[config.mk]
export PLATFORM = sky130hd
export DESIGN_NAME = pe_dual_mode
export DESIGN_NICKNAME = d
export VERILOG_FILES = /design/src/rtl/pe_dual_mode.sv
export SDC_FILE = /design/constraint.sdc
export NUM_CORES = 1
export LEC_CHECK = 0
export ABC_CLOCK_PERIOD_IN_PS = 11130
export BUFFER_PORTS_ARGS = -buffer_cell sky130_fd_sc_hd__buf_2
export CELL_PAD_IN_SITES_DETAIL_PLACEMENT = 1
export CELL_PAD_IN_SITES_GLOBAL_PLACEMENT = 2
export CORE_MARGIN = 3
export CORE_UTILIZATION = 36
export DETAILED_ROUTE_END_ITERATION = 6
export MAX_ROUTING_LAYER = met4
export PLACE_DENSITY_LB_ADDON = 0.1
export REMOVE_ABC_BUFFERS = 1
export SYNTH_ARGS = -nofsm -noshare
export SYNTH_HDL_FRONTEND = slang
export SYNTH_SLANG_ARGS = --single-unit
export TNS_END_PERCENT = 20
[constraint.sdc]
create_clock -name clk -period 11.13 [get_ports clk]
set_input_delay 1.113 -clock clk [delete_from_list [all_inputs] [get_ports clk]]
set_output_delay 1.113 -clock clk [all_outputs]
set_load 0.1 [all_outputs]
[src/rtl/pe_dual_mode.sv]
// Dual-mode systolic processing element: weight-stationary MAC with double-buffered
// weights, or output-stationary accumulator with a shift-out drain chain.
module pe_dual_mode #(
    parameter int unsigned ACT_WIDTH   = 8,
    parameter int unsigned WGT_WIDTH   = 8,
    parameter int unsigned ACC_WIDTH   = 32,
    parameter bit          SIGNED_MODE = 1'b1,
    parameter bit          SATURATE    = 1'b1
) (
    input  logic                 clk,
    input  logic                 reset,
    input  logic [1:0]           mode,
    input  logic                 valid_in,
    input  logic [ACT_WIDTH-1:0] a_in,
    input  logic [WGT_WIDTH-1:0] w_in,
    input  logic                 w_load,
    input  logic                 w_swap,
    input  logic [ACC_WIDTH-1:0] psum_in,
    input  logic                 psum_valid_in,
    input  logic                 drain,
    input  logic                 clear,
    output logic [ACT_WIDTH-1:0] a_out,
    output logic                 a_valid_out,
    output logic [WGT_WIDTH-1:0] w_out,
    output logic [ACC_WIDTH-1:0] psum_out,
    output logic                 psum_valid_out,
    output logic                 sat_flag,
    output logic                 collision
);

    localparam int unsigned PROD_WIDTH = ACT_WIDTH + WGT_WIDTH;
    localparam int unsigned MSB        = ACC_WIDTH - 1;
    localparam logic [1:0]  ModeWs     = 2'b00;
    localparam logic [1:0]  ModeOs     = 2'b01;
    localparam logic [ACC_WIDTH-1:0] AccMax = {1'b0, {(ACC_WIDTH-1){1'b1}}};
    localparam logic [ACC_WIDTH-1:0] AccMin = {1'b1, {(ACC_WIDTH-1){1'b0}}};

    // Full-precision product, extended to accumulator width.
    function automatic logic [ACC_WIDTH-1:0] mul_ext(input logic [ACT_WIDTH-1:0] a,
                                                     input logic [WGT_WIDTH-1:0] w);
        logic signed [PROD_WIDTH-1:0] as;
        logic signed [PROD_WIDTH-1:0] ws;
        logic        [PROD_WIDTH-1:0] p;
        if (SIGNED_MODE) begin
            as = PROD_WIDTH'($signed(a));
            ws = PROD_WIDTH'($signed(w));
            p  = as * ws;
            return ACC_WIDTH'($signed(p));
        end else begin
            p = PROD_WIDTH'(a) * PROD_WIDTH'(w);
            return ACC_WIDTH'(p);
        end
    endfunction

    logic [ACT_WIDTH-1:0] a_out_q, a_out_d;
    logic                 a_valid_q, a_valid_d;
    logic [WGT_WIDTH-1:0] w_out_q, w_out_d;
    logic [WGT_WIDTH-1:0] shadow_q, shadow_d;
    logic [WGT_WIDTH-1:0] active_q, active_d;
    logic [ACC_WIDTH-1:0] psum_q, psum_d;
    logic                 psum_valid_q, psum_valid_d;
    logic [ACC_WIDTH-1:0] acc_q, acc_d;
    logic                 sat_q, sat_d;
    logic                 coll_q, coll_d;

    logic [ACC_WIDTH-1:0] base, prod, sum, sat_val, add_res;
    logic [ACC_WIDTH:0]   sum_ext;
    logic [WGT_WIDTH-1:0] wgt;
    logic                 ovf, ovf_used;

    // Shared multiplier/adder: WS adds to psum_in, OS adds to the local accumulator.
    always_comb begin
        base    = (mode == ModeOs) ? acc_q : psum_in;
        wgt     = (mode == ModeOs) ? w_in : active_q;
        prod    = mul_ext(a_in, wgt);
        sum_ext = {1'b0, base} + {1'b0, prod};
        sum     = sum_ext[ACC_WIDTH-1:0];
        if (SIGNED_MODE) begin
            ovf     = (base[MSB] == prod[MSB]) && (sum[MSB] != base[MSB]);
            sat_val = base[MSB] ? AccMin : AccMax;
        end else begin
            ovf     = sum_ext[ACC_WIDTH];
            sat_val = '1;
        end
        add_res = (ovf && SATURATE) ? sat_val : sum;
    end

    always_comb begin
        a_out_d      = a_out_q;
        a_valid_d    = 1'b0;
        w_out_d      = w_out_q;
        shadow_d     = shadow_q;
        active_d     = active_q;
        psum_d       = psum_q;
        psum_valid_d = 1'b0;
        acc_d        = acc_q;
        coll_d       = 1'b0;
        ovf_used     = 1'b0;

        case (mode)
            ModeWs: begin
                a_valid_d = valid_in;
                if (valid_in) a_out_d = a_in;
                if (w_load) begin
                    shadow_d = w_in;
                    w_out_d  = w_in;
                end
                if (w_swap) active_d = shadow_q;
                if (valid_in) begin
                    psum_d       = add_res;
                    psum_valid_d = 1'b1;
                    ovf_used     = ovf;
                end
            end
            ModeOs: begin
                a_valid_d = valid_in;
                if (valid_in) begin
                    a_out_d = a_in;
                    w_out_d = w_in;
                end
                if (drain) begin
                    // Own result wins the chain slot; an incoming psum is dropped.
                    psum_d       = acc_q;
                    psum_valid_d = 1'b1;
                    coll_d       = psum_valid_in;
                    acc_d        = valid_in ? prod : '0;
                end else begin
                    if (valid_in) begin
                        acc_d    = add_res;
                        ovf_used = ovf;
                    end
                    if (psum_valid_in) begin
                        psum_d       = psum_in;
                        psum_valid_d = 1'b1;
                    end
                end
            end
            default: ;
        endcase

        sat_d = sat_q | ovf_used;
        if (clear) begin
            acc_d = '0;
            sat_d = 1'b0;
            if (mode == ModeOs && drain) begin
                psum_d       = psum_q;
                psum_valid_d = 1'b0;
            end
        end
    end

    always_ff @(posedge clk or posedge reset) begin
        if (reset) begin
            a_out_q      <= '0;
            a_valid_q    <= 1'b0;
            w_out_q      <= '0;
            shadow_q     <= '0;
            active_q     <= '0;
            psum_q       <= '0;
            psum_valid_q <= 1'b0;
            acc_q        <= '0;
            sat_q        <= 1'b0;
            coll_q       <= 1'b0;
        end else begin
            a_out_q      <= a_out_d;
            a_valid_q    <= a_valid_d;
            w_out_q      <= w_out_d;
            shadow_q     <= shadow_d;
            active_q     <= active_d;
            psum_q       <= psum_d;
            psum_valid_q <= psum_valid_d;
            acc_q        <= acc_d;
            sat_q        <= sat_d;
            coll_q       <= coll_d;
        end
    end

    assign a_out          = a_out_q;
    assign a_valid_out    = a_valid_q;
    assign w_out          = w_out_q;
    assign psum_out       = psum_q;
    assign psum_valid_out = psum_valid_q;
    assign sat_flag       = sat_q;
    assign collision      = coll_q;

endmodule

==> key figures <==
Placement
  • Final Wtd Congestion: 0.9099
  • Dpl hpwl: ~23000 µm
  • DP Worst Slack: slightly below 0.7 ns
  • Port Buf Inserts: 109
  • Placed Cells: between 1500 and 2000

Logic synthesis
  • Post-Synth Adder-Cell Area: 18.18%
  • Synth warnings: 0
  • Post-Syn Area: around 10000 µm²
  • Simple logic cell fraction of the synthesized area: 17.99%
  • FF+latch count, synth: 100
  • Sequential fraction of the synthesis area: between 20 and 30%
  • Largest family of logic cells by synthesized area: compound AO/OA/AOI/OAI gates
  • Async SR Flop Fraction: 100.0%
  • Top FF cell, synth: dfrtp_1
  • Multiplexer share of the synthesized area: between 8 and 9%
  • Cell count after synthesis: between 1000 and 1500
  • XOR/XNOR Fraction of Synth Area: 3.859%
  • Unique cell type count in the Yosys netlist: 76
  • EDFF count, synth: 0
  • Mean Syn Cell Area: about 8.3 µm²
  • Compound-Gate Fraction of Synth Area: about 19%

Global route
  • GR Overflow Total: 0
  • First-pass GRT wire length: between 40000 and 50000 µm
  • Initial antenna violation count: 0
  • Largest net degree at the start of global routing: 66
  • Vias in the first global route: between 9000 and 10000
  • Global Route Usage Sum: between 20% and 30%

Detailed routing
  • DRT iter0 DRCs: 363
  • DRC violations left: 0
  • Total Wirelength: 30530 µm
  • Routed len/inst: ~19 µm
  • Vias per std cell: about 5.4
  • Antenna viol nets, final: 0
  • Drt first pass iters: 4
  • Routed via count: roughly 8600

Timing
  • Hold Vio Cnt, Final: 0
  • # setup viols final: 0
  • Unrepaired setup endpoints after global routing: false
  • FMAX: about 0.10 GHz
  • Slew Limit Fails: 0
  • Skew final: 0.01931 ns
  • Final min period: about 10 ns
  • Final worst path period share: between 80% and 90%
  • Setup ws final: around 1.1 ns
  • Tightest Pin Transition: roughly 0.86 ns
  • Slew headroom: 41.10%

Clocking
  • Clk sinks: 100
  • Hold buffers post-CTS: 0
  • Post-CTS setup buffers: 0
  • Post-CTS Resized: 0
  • Max H-tree Level: 3
  • CTS tree: built
  • Worst skew pair latency: about 0.37 ns
  • CTS root buffer: clkbuf_16
  • Clock-pin slew on the worst setup and hold paths: 0.09 ns
  • CTS max path bufs: 2
  • CTS Buf Count: 9

Setup path
  • CP endpoint kind: flip-flop
  • Crit path DAT: between 10 and 15 ns
  • Worst R2R Setup Slack: between 1.5 and 2 ns
  • Delay-heaviest family, CP: compound AO/OA/AOI/OAI gates
  • Worst path required time: 11.42 ns
  • Worst Path Max Fanout: 13
  • Startpoint Class: input port
  • Critical path class: in -> reg
  • Max incr delay on CP: just over 0.6 ns
  • Worst Path Buf+Inv: 5
  • CP max-delay cell: fa_1

Floorplanning
  • Die H: 170.7 µm
  • Die area: just under 30000 µm²
  • I/O pin count: 110
  • Initial Util: a little under two fifths
  • Area of the core: ~26000 µm²
  • Standard-cell rows: 59
  • Die Wd: 170.7 µm

Layout
  • Share of cells above drive strength 1: around 17%
  • Diodes inserted: 0
  • Nets@finish: roughly 1400
  • Final non-filler cell total: 1600
  • Area grow syn2layout: 12.83%
  • Fin util: 41.78%
  • Most common cell after layout, fill and taps aside: nand2_1
  • # fillers: 3190
  • Most frequent cells in the layout: nand2_1 (214), buf_2 (109), dfrtp_1 (100), inv_1 (94), a21oi_1 (85)

Hold path
  • HP Class: reg -> reg

Status
  • Status: completed

Job
  • Maxcap violations: 0
==> kinds of logic after synthesis <==
family                     count (synthesis)
adders and majority gates                108
buffers and inverters                    155
and+or+nand+nor                          396
DFF                                      100
xor gates and xnor gates                  43
muxes                                     80
AOI/OAI and AO/OA                        289
==> worst register-to-register path: cells and delay by family (launching register included) <==
family          cells  cell delay, ns
compound gates     16            3.36
fa+ha+maj           7            3.27
simple gates        6            1.37
buf+inv             5            0.51
flops               1            0.40
xor+xnor            1            0.22
==> layer usage <==
layer | GRT usage (%) | wire [µm]
met1 | 30.28 | 15020
met2 | 36.06 | 14280
met3 | 2.403 | 951
met4 | 3.598 | 276
met5 | - | 0
==> metrics by stage <==
stage	cell area, µm²	setup TNS [ns]	hold WS [ns]
after floorplan	9534	-77.97	0.4604
after global placement	10700	0	0.4553
after detailed placement	10700	0	0.4622
after CTS	11010	0	0.4852
after global routing	11010	0	0.5033
final	11010	0	0.4771
==> sequential cells by signal, summed over array words and instances, names as in the netlist <==
register / flops
sat_flag: 1
shadow_q: 8
acc_q: 32
psum_out: 32
psum_valid_out: 1
active_q: 8
a_out: 8
w_out: 8
collision: 1
a_valid_out: 1
==> worst paths after layout <==
| check | startpoint | to | cells after the start |
|---|---|---|---|
| max | mode[0] | psum_out[12] | 37 |
| min | psum_out[8] | psum_out[8] | 2 |
| max in group asynchronous | reset | w_out[1] | 3 |
| max reg2reg | active_q[2] | psum_out[12] | 35 |
| min in group asynchronous | reset | acc_q[29] | 2 |
| min reg2reg | psum_out[8] | psum_out[8] | 2 |
==> layout make-up <==
type | instances | area (µm²) | area share, %
multi-input cells | 916 | 6675 | 60.62
flip-flops and latches | 100 | 2502 | 22.72
repair buffers | 133 | 725.7 | 6.590
well taps | 335 | 419.2 | 3.806
inverters | 100 | 377.9 | 3.431
clock buffers | 9 | 225.2 | 2.045
clock inverters | 7 | 86.33 | 0.7840
==> cells in the mapped netlist (21+ instances only) <==
cell type | n | area share (%)
nand3_1 | 21 | 1.1
ha_1 | 49 | 6.3
inv_1 | 95 | 3.7
mux2_2 | 37 | 4.3
dfrtp_1 | 100 | 26
nor2b_1 | 32 | 2.1
nand2_1 | 214 | 8.2
fa_1 | 57 | 12
xnor2_1 | 39 | 3.5
a21oi_1 | 85 | 4.4
mux2i_1 | 42 | 4.3
nor2_1 | 65 | 2.5
clkbuf_1 | 37 | 1.4
o21ai_0 | 75 | 3.8
Power is not shown: default switching activity piles up to over one toggle a cycle in this logic, so the estimate is an artifact.
